[config.mk]
export PLATFORM = sky130hd
export DESIGN_NAME = gpio_serial_tx
export DESIGN_NICKNAME = d
export VERILOG_FILES = /design/src/rtl/gpio_link_pkg.sv /design/src/rtl/gpio_edge_detect.sv /design/src/rtl/gpio_serial_tx.sv
export SDC_FILE = /design/constraint.sdc
export NUM_CORES = 1
export LEC_CHECK = 0
export ABC_AREA = 1
export BUFFER_PORTS_ARGS = -buffer_cell sky130_fd_sc_hd__buf_2
export CORE_MARGIN = 2
export CORE_UTILIZATION = 55
export DETAILED_ROUTE_END_ITERATION = 6
export HOLD_SLACK_MARGIN = 0.12
export PLACE_DENSITY = 0.79
export SKIP_LAST_GASP = 1
export SYNTH_ARGS = -nofsm -noshare
export SYNTH_HDL_FRONTEND = slang
export SYNTH_SLANG_ARGS = --single-unit
[constraint.sdc]
create_clock -name FPGA_clock -period 2.9 [get_ports FPGA_clock]
set_input_delay 0 -clock FPGA_clock [delete_from_list [all_inputs] [get_ports FPGA_clock]]
set_output_delay 0 -clock FPGA_clock [all_outputs]
set_load 0.03 [all_outputs]
[src/rtl/gpio_link_pkg.sv]
// gpio_link_pkg: shared FSM states, line levels and parity helper for the GPIO messenger link.
package gpio_link_pkg;
  typedef enum logic [2:0] {IDLE, PEND, START, DATA, PARITY, STOP} state_e;
  localparam logic LINE_IDLE  = 1'b1;
  localparam logic LINE_START = 1'b0;
  function automatic logic even_parity(input logic [31:0] d);
    return ^d;
  endfunction
endpackage

[src/rtl/gpio_edge_detect.sv]
// gpio_edge_detect: one-cycle tick on each rising edge of the same-domain gpio_clock.
module gpio_edge_detect (
  input  logic clk,
  input  logic rst,
  input  logic gpio_clock,
  output logic tick
);
  logic gpio_clock_q;
  // Resetting high keeps a gpio_clock that is already high at release from ticking.
  always_ff @(posedge clk) begin
    if (rst) gpio_clock_q <= 1'b1;
    else     gpio_clock_q <= gpio_clock;
  end
  assign tick = gpio_clock & ~gpio_clock_q;
endmodule

[src/rtl/gpio_serial_tx.sv]
// gpio_serial_tx: LSB-first serial frame transmitter paced by gpio_clock ticks.
// Define GPIO_TX_PARITY_EN to insert an even-parity bit after the data bits.
module gpio_serial_tx
  import gpio_link_pkg::*;
#(
  parameter int DATA_BITS = 8,
  parameter int STOP_BITS = 1
) (
  input  logic                 FPGA_clock,
  input  logic                 reset,
  input  logic                 gpio_clock,
  input  logic [DATA_BITS-1:0] tx_data,
  input  logic                 tx_valid,
  output logic                 tx_ready,
  output logic                 gpio_data_out,
  output logic                 busy,
  output logic                 frame_done
);
  localparam int BW = $clog2(DATA_BITS + 1);
  localparam int SW = $clog2(STOP_BITS + 1);
`ifdef GPIO_TX_PARITY_EN
  localparam state_e AFTER_DATA = PARITY;
`else
  localparam state_e AFTER_DATA = STOP;
`endif
  state_e state_q, state_d;
  logic [BW-1:0] bit_cnt_q, bit_cnt_d;
  logic [SW-1:0] stop_cnt_q, stop_cnt_d;
  logic [DATA_BITS-1:0] shift_q, shift_d;
  logic line_q, line_d;
  logic tick, accept, bit_last, stop_last;
`ifdef GPIO_TX_PARITY_EN
  logic par_q, par_d;
`endif

  gpio_edge_detect u_edge (
    .clk        (FPGA_clock),
    .rst        (reset),
    .gpio_clock (gpio_clock),
    .tick       (tick)
  );

  assign tx_ready      = state_q == IDLE;
  assign busy          = ~tx_ready;
  assign accept        = tx_valid & tx_ready;
  assign bit_last      = bit_cnt_q == BW'(DATA_BITS - 1);
  assign stop_last     = stop_cnt_q == SW'(STOP_BITS - 1);
  assign gpio_data_out = line_q;

  always_ff @(posedge FPGA_clock) begin
    if (reset) begin
      state_q    <= IDLE;
      bit_cnt_q  <= '0;
      stop_cnt_q <= '0;
      shift_q    <= '0;
      line_q     <= LINE_IDLE;
`ifdef GPIO_TX_PARITY_EN
      par_q      <= 1'b0;
`endif
    end else begin
      state_q    <= state_d;
      bit_cnt_q  <= bit_cnt_d;
      stop_cnt_q <= stop_cnt_d;
      shift_q    <= shift_d;
      line_q     <= line_d;
`ifdef GPIO_TX_PARITY_EN
      par_q      <= par_d;
`endif
    end
  end

  always_comb begin
    state_d = state_q;
    case (state_q)
      IDLE:    state_d = accept ? PEND : IDLE;
      PEND:    state_d = tick ? START : PEND;
      START:   state_d = tick ? DATA : START;
      DATA:    state_d = (tick && bit_last) ? AFTER_DATA : DATA;
`ifdef GPIO_TX_PARITY_EN
      PARITY:  state_d = tick ? STOP : PARITY;
`endif
      STOP:    state_d = (tick && stop_last) ? IDLE : STOP;
      default: state_d = IDLE;
    endcase
  end

  always_comb begin
    bit_cnt_d  = bit_cnt_q;
    stop_cnt_d = stop_cnt_q;
    shift_d    = shift_q;
    line_d     = line_q;
    frame_done = 1'b0;
`ifdef GPIO_TX_PARITY_EN
    par_d      = par_q;
`endif
    case (state_q)
      IDLE: begin
        shift_d = accept ? tx_data : shift_q;
`ifdef GPIO_TX_PARITY_EN
        par_d   = accept ? even_parity(32'(tx_data)) : par_q;
`endif
      end
      PEND: line_d = tick ? LINE_START : line_q;
      START: if (tick) begin
        line_d    = shift_q[0];
        shift_d   = shift_q >> 1;
        bit_cnt_d = '0;
      end
      DATA: if (tick) begin
        if (!bit_last) begin
          bit_cnt_d = bit_cnt_q + BW'(1);
          line_d    = shift_q[0];
          shift_d   = shift_q >> 1;
        end else begin
`ifdef GPIO_TX_PARITY_EN
          line_d = par_q;
`else
          line_d = LINE_IDLE;
`endif
          stop_cnt_d = '0;
        end
      end
`ifdef GPIO_TX_PARITY_EN
      PARITY: if (tick) begin
        line_d     = LINE_IDLE;
        stop_cnt_d = '0;
      end
`endif
      STOP: if (tick) begin
        stop_cnt_d = stop_last ? stop_cnt_q : stop_cnt_q + SW'(1);
        frame_done = stop_last;
      end
      default: ;
    endcase
  end
endmodule
==> impl_results.md <==
- # IOs: 16
- Antenna violations before repair: 0
- Number of resized instances in the post-cts repair step: 0
- Setup ws final: 1.42 ns
- Number of flip-flops and latches in the synthesized netlist: 17
- CTS H-tree lvls: 1
- Number of search-and-repair iterations in the first detailed-routing pass: 6
- Critical path's slowest cell: dfxtp_1
- Violation count after the first detailed-route iteration: 29
- Initial Util: between 50% and 60%
- Number of buffers added by the clock tree synthesis step: 3
- Residual overflow from global routing: 0
- Critical Path Source: bit_cnt_q[1]
- Largest stage delay, worst path: 0.37 ns
- Family of cells with the greatest summed delay on the critical path: simple AND/OR/NAND/NOR gates
- DRT Wirelength: 1940 um
- Global-route wire length before repair: 3130 um
- Floorplan Core Area: 0.00152 mm2
- Critical path, cell by cell: ha_1 -> nand2_1 -> nor2_1 -> nand2_2 -> nand2_1 -> inv_1 -> o21ai_0 -> nor2_1
- Beginning of the worst hold path: reset
- Sequential group share of total power: between 50 and 60%
- Internal Power: between 0.0003 and 0.0004 W
- Status: finished clean
- Post-place setup slack: about 1.4 ns
- Syn Nets: 155
- Average cell area after synthesis: roughly 6.4 um2
- Overall die area: 0.00199 mm2
- Min-Delay Path Class: input pin to flop
- Sequential element share of the synthesized area: 37.5%
- Launching point of the worst reg2reg path: bit_cnt_q[1]
- Hold violation total from the final report: 0
- Tmin final: 1.48 ns
- Combinational power share: 21.0%
- Fill cells: around 130
- Worst clock skew: 0.00134 ns
- Die X-Extent: 44.6 um
- CTS tree: yes
- HPWL after detailed placement: approximately 1300 um
- Die Y-Extent: 44.6 um
- Number of buffer and inverter stages on the critical path: 1
- Worst EP required: 3.09 ns
- Via total after detailed routing: 943
- Layout Area Growth over Synthesis: 23.3%
- Fraction of power spent switching nets: 28.9%
- Synthesized cell area: 908 um2
- Largest voltage drop on the vdd net: 0.314 mV
- Antenna-violating nets left: 0
- Wire length per cell after detailed routing: 10.5 um
- Diode insertion count for antenna repair: 0
- # DRC: 0
- GPL Wtd Cong: 0.930
- Leak Pwr: 0.551 nW
- Ratio of total power to cell area: 432 mW/mm2
- Finish-stage setup viols: 0
- RSZ-0062 raised after global routing: false
- Post-detailed-route via-to-cell ratio: 5.10
- Proportion of power drawn by the clock network: 26.2%
- Final critical-path share of the clock period: 51.2%
- Buffer type at the clock tree root: clkbuf_4
- Max capacitance violation total: 0
- Cell taking the most area after synthesis: dfxtp_1
- Post-synth top area share: 37.5%
- Maximum root-to-sink buffer count: 2
- NumNets Final: 183
- Type of the setup path with the least slack: flop to flop
- Cells after Synth: 142
- Largest net degree at the start of global routing: 17
- CP max FO: 5
- CP Capture Type: flop
- Share of final-layout standard cells stronger than drive strength 1: 14.8%
- Max transition margin: 75.2%
- Most area-consuming cells after synthesis: dfxtp_1, nand2_1, nor2_1
- Synth unique cells: 23
- Overall fraction of global-route tracks in use: 21.2%
- Number of sinks on the clock net: 17
- Synth warnings: 0
- Signal arrival time at the worst endpoint: approximately 1.7 ns
- Skew-Pair Late Insertion Delay: ~0.28 ns
- Clock input transition at the sequential cells of the worst setup and hold paths: 0.10 ns
- Final sum of negative setup slack: 0 ns
- Reported net switching power: 0.000140 W
- Kind of launch point of the worst setup path: flop
- Highest achievable clock rate: 674 MHz
- Number of port buffers: 15
- Actual slew at the worst max-slew pin: 0.367 ns
- Number of pins with negative max-slew slack in the final report: 0
- Row count: 14
- Vias in the first global route: 799
==> cell usage after synthesis <==
| master | count |
|---|---|
| clkbuf_1 | 1 |
| nor4_1 | 1 |
| dfxtp_1 | 17 |
| nor2_2 | 1 |
| nand3_4 | 1 |
| a31oi_1 | 1 |
| inv_2 | 2 |
| buf_6 | 1 |
| nor2_4 | 1 |
| xor2_1 | 1 |
| nor2_1 | 27 |
| buf_2 | 1 |
| o21ai_0 | 10 |
| nand2_2 | 2 |
| ha_1 | 1 |
| a21oi_1 | 7 |
| inv_1 | 18 |
| nand3b_1 | 2 |
| o21a_1 | 1 |
| nand2_1 | 39 |
| nand3_1 | 5 |
| o21ai_1 | 1 |
| nand4_1 | 1 |
==> power by group through the flow <==
stage / clock network, W / logic (W) / registers [W]
after floorplan: 0 / 0.0000705 / 0.000261
final: 0.000127 / 0.000102 / 0.000256
after detailed placement: 0 / 0.0000887 / 0.000261
after global routing: 0.000141 / 0.000116 / 0.000257
after CTS: 0.000132 / 0.000101 / 0.000256
after global placement: 0 / 0.0000871 / 0.000261
==> through the flow <==
| stage | instance area [um2] | std cells | hold slack (ns) | power, W | util, % |
|---|---|---|---|---|---|
| 6_report | 1120 | 185 | 0.446 | 0.000484 | 73.5 |
| 5_1_grt | 1120 | 185 | 0.440 | 0.000514 | 73.5 |
| 4_1_cts | 1120 | 185 | 0.444 | 0.000488 | 73.5 |
| 3_5_place_dp | 983 | 170 | 0.220 | 0.000350 | 64.5 |
| 3_3_place_gp | 983 | 170 | 0.212 | 0.000348 | 64.5 |
| 2_1_floorplan | 908 | 142 | 0.0691 | 0.000331 | - |
==> kinds of logic after synthesis <==
group / Yosys count / share of synthesized area (%)
and+or+nand+nor: 80 / 38.3
xor gates and xnor gates: 1 / 0.964
buffers and inverters: 23 / 10.5
AOI/OAI and AO/OA: 20 / 11.4
adders and majority gates: 1 / 1.38
DFF: 17 / 37.5
==> worst paths after layout <==
path / to / slack (ns) / cells past startpoint
worst min-delay path: bit_cnt_q[2] / 0.45 / 3
worst max register to register: bit_cnt_q[0] / 1.42 / 8
worst max-delay path: bit_cnt_q[0] / 1.42 / 8
worst min register to register: gpio_data_out / 0.51 / 2
==> routing by layer <==
metal,global-route usage [%],part of all wire [%]
met1,25.1,44
met2,37.4,48
met3,4.90,6.9
met4,6.67,0.51
met5,0,0
==> final cells by class <==
type | instances | area (um2) | area share (%)
Sequential cell | 17 | 340 | 30.4
Timing Repair Buffer | 26 | 185 | 16.5
Multi-Input combinational cell | 102 | 473 | 42.2
Clock buffer | 4 | 26.3 | 2.35
Inverter | 20 | 75.1 | 6.70
Tap cell | 16 | 20.0 | 1.79
==> worst reg2reg max path, stage by stage (launching register included) <==
cell and delay, ns:
dfxtp_1 0.37, ha_1 0.19, nand2_1 0.06, nor2_1 0.21
nand2_2 0.15, nand2_1 0.13, inv_1 0.07, o21ai_0 0.15
nor2_1 0.06
==> sequential cells by signal (all words and copies together), names as in the netlist <==
register             cells
bit_cnt_q                4
gpio_data_out            1
shift_q                  8
state_q                  3
u_edge.gpio_clock_q      1
==> placed cells by master, fill, tap and decap left out, types with 2 or more instances in the layout <==
master,netlist,routed
clkbuf_4,0,3
dlygate4sd3_1,0,11
a21oi_1,7,7
nand3b_1,2,2
inv_2,2,2
nor2_1,27,27
dfxtp_1,17,17
nand3_1,5,5
nand2_1,39,39
inv_1,18,18
buf_2,1,15
nand2_2,2,2
o21ai_0,10,10
==> repair_timing <==
action                                  in CTS  in global routing
hold endpoints to repair                    14                  0
hold buffers                                11                  0
endpoints found under the setup margin       0                  0
buffers inserted                             0                  0
No activity file was read; power rests on OpenSTA's default activity.
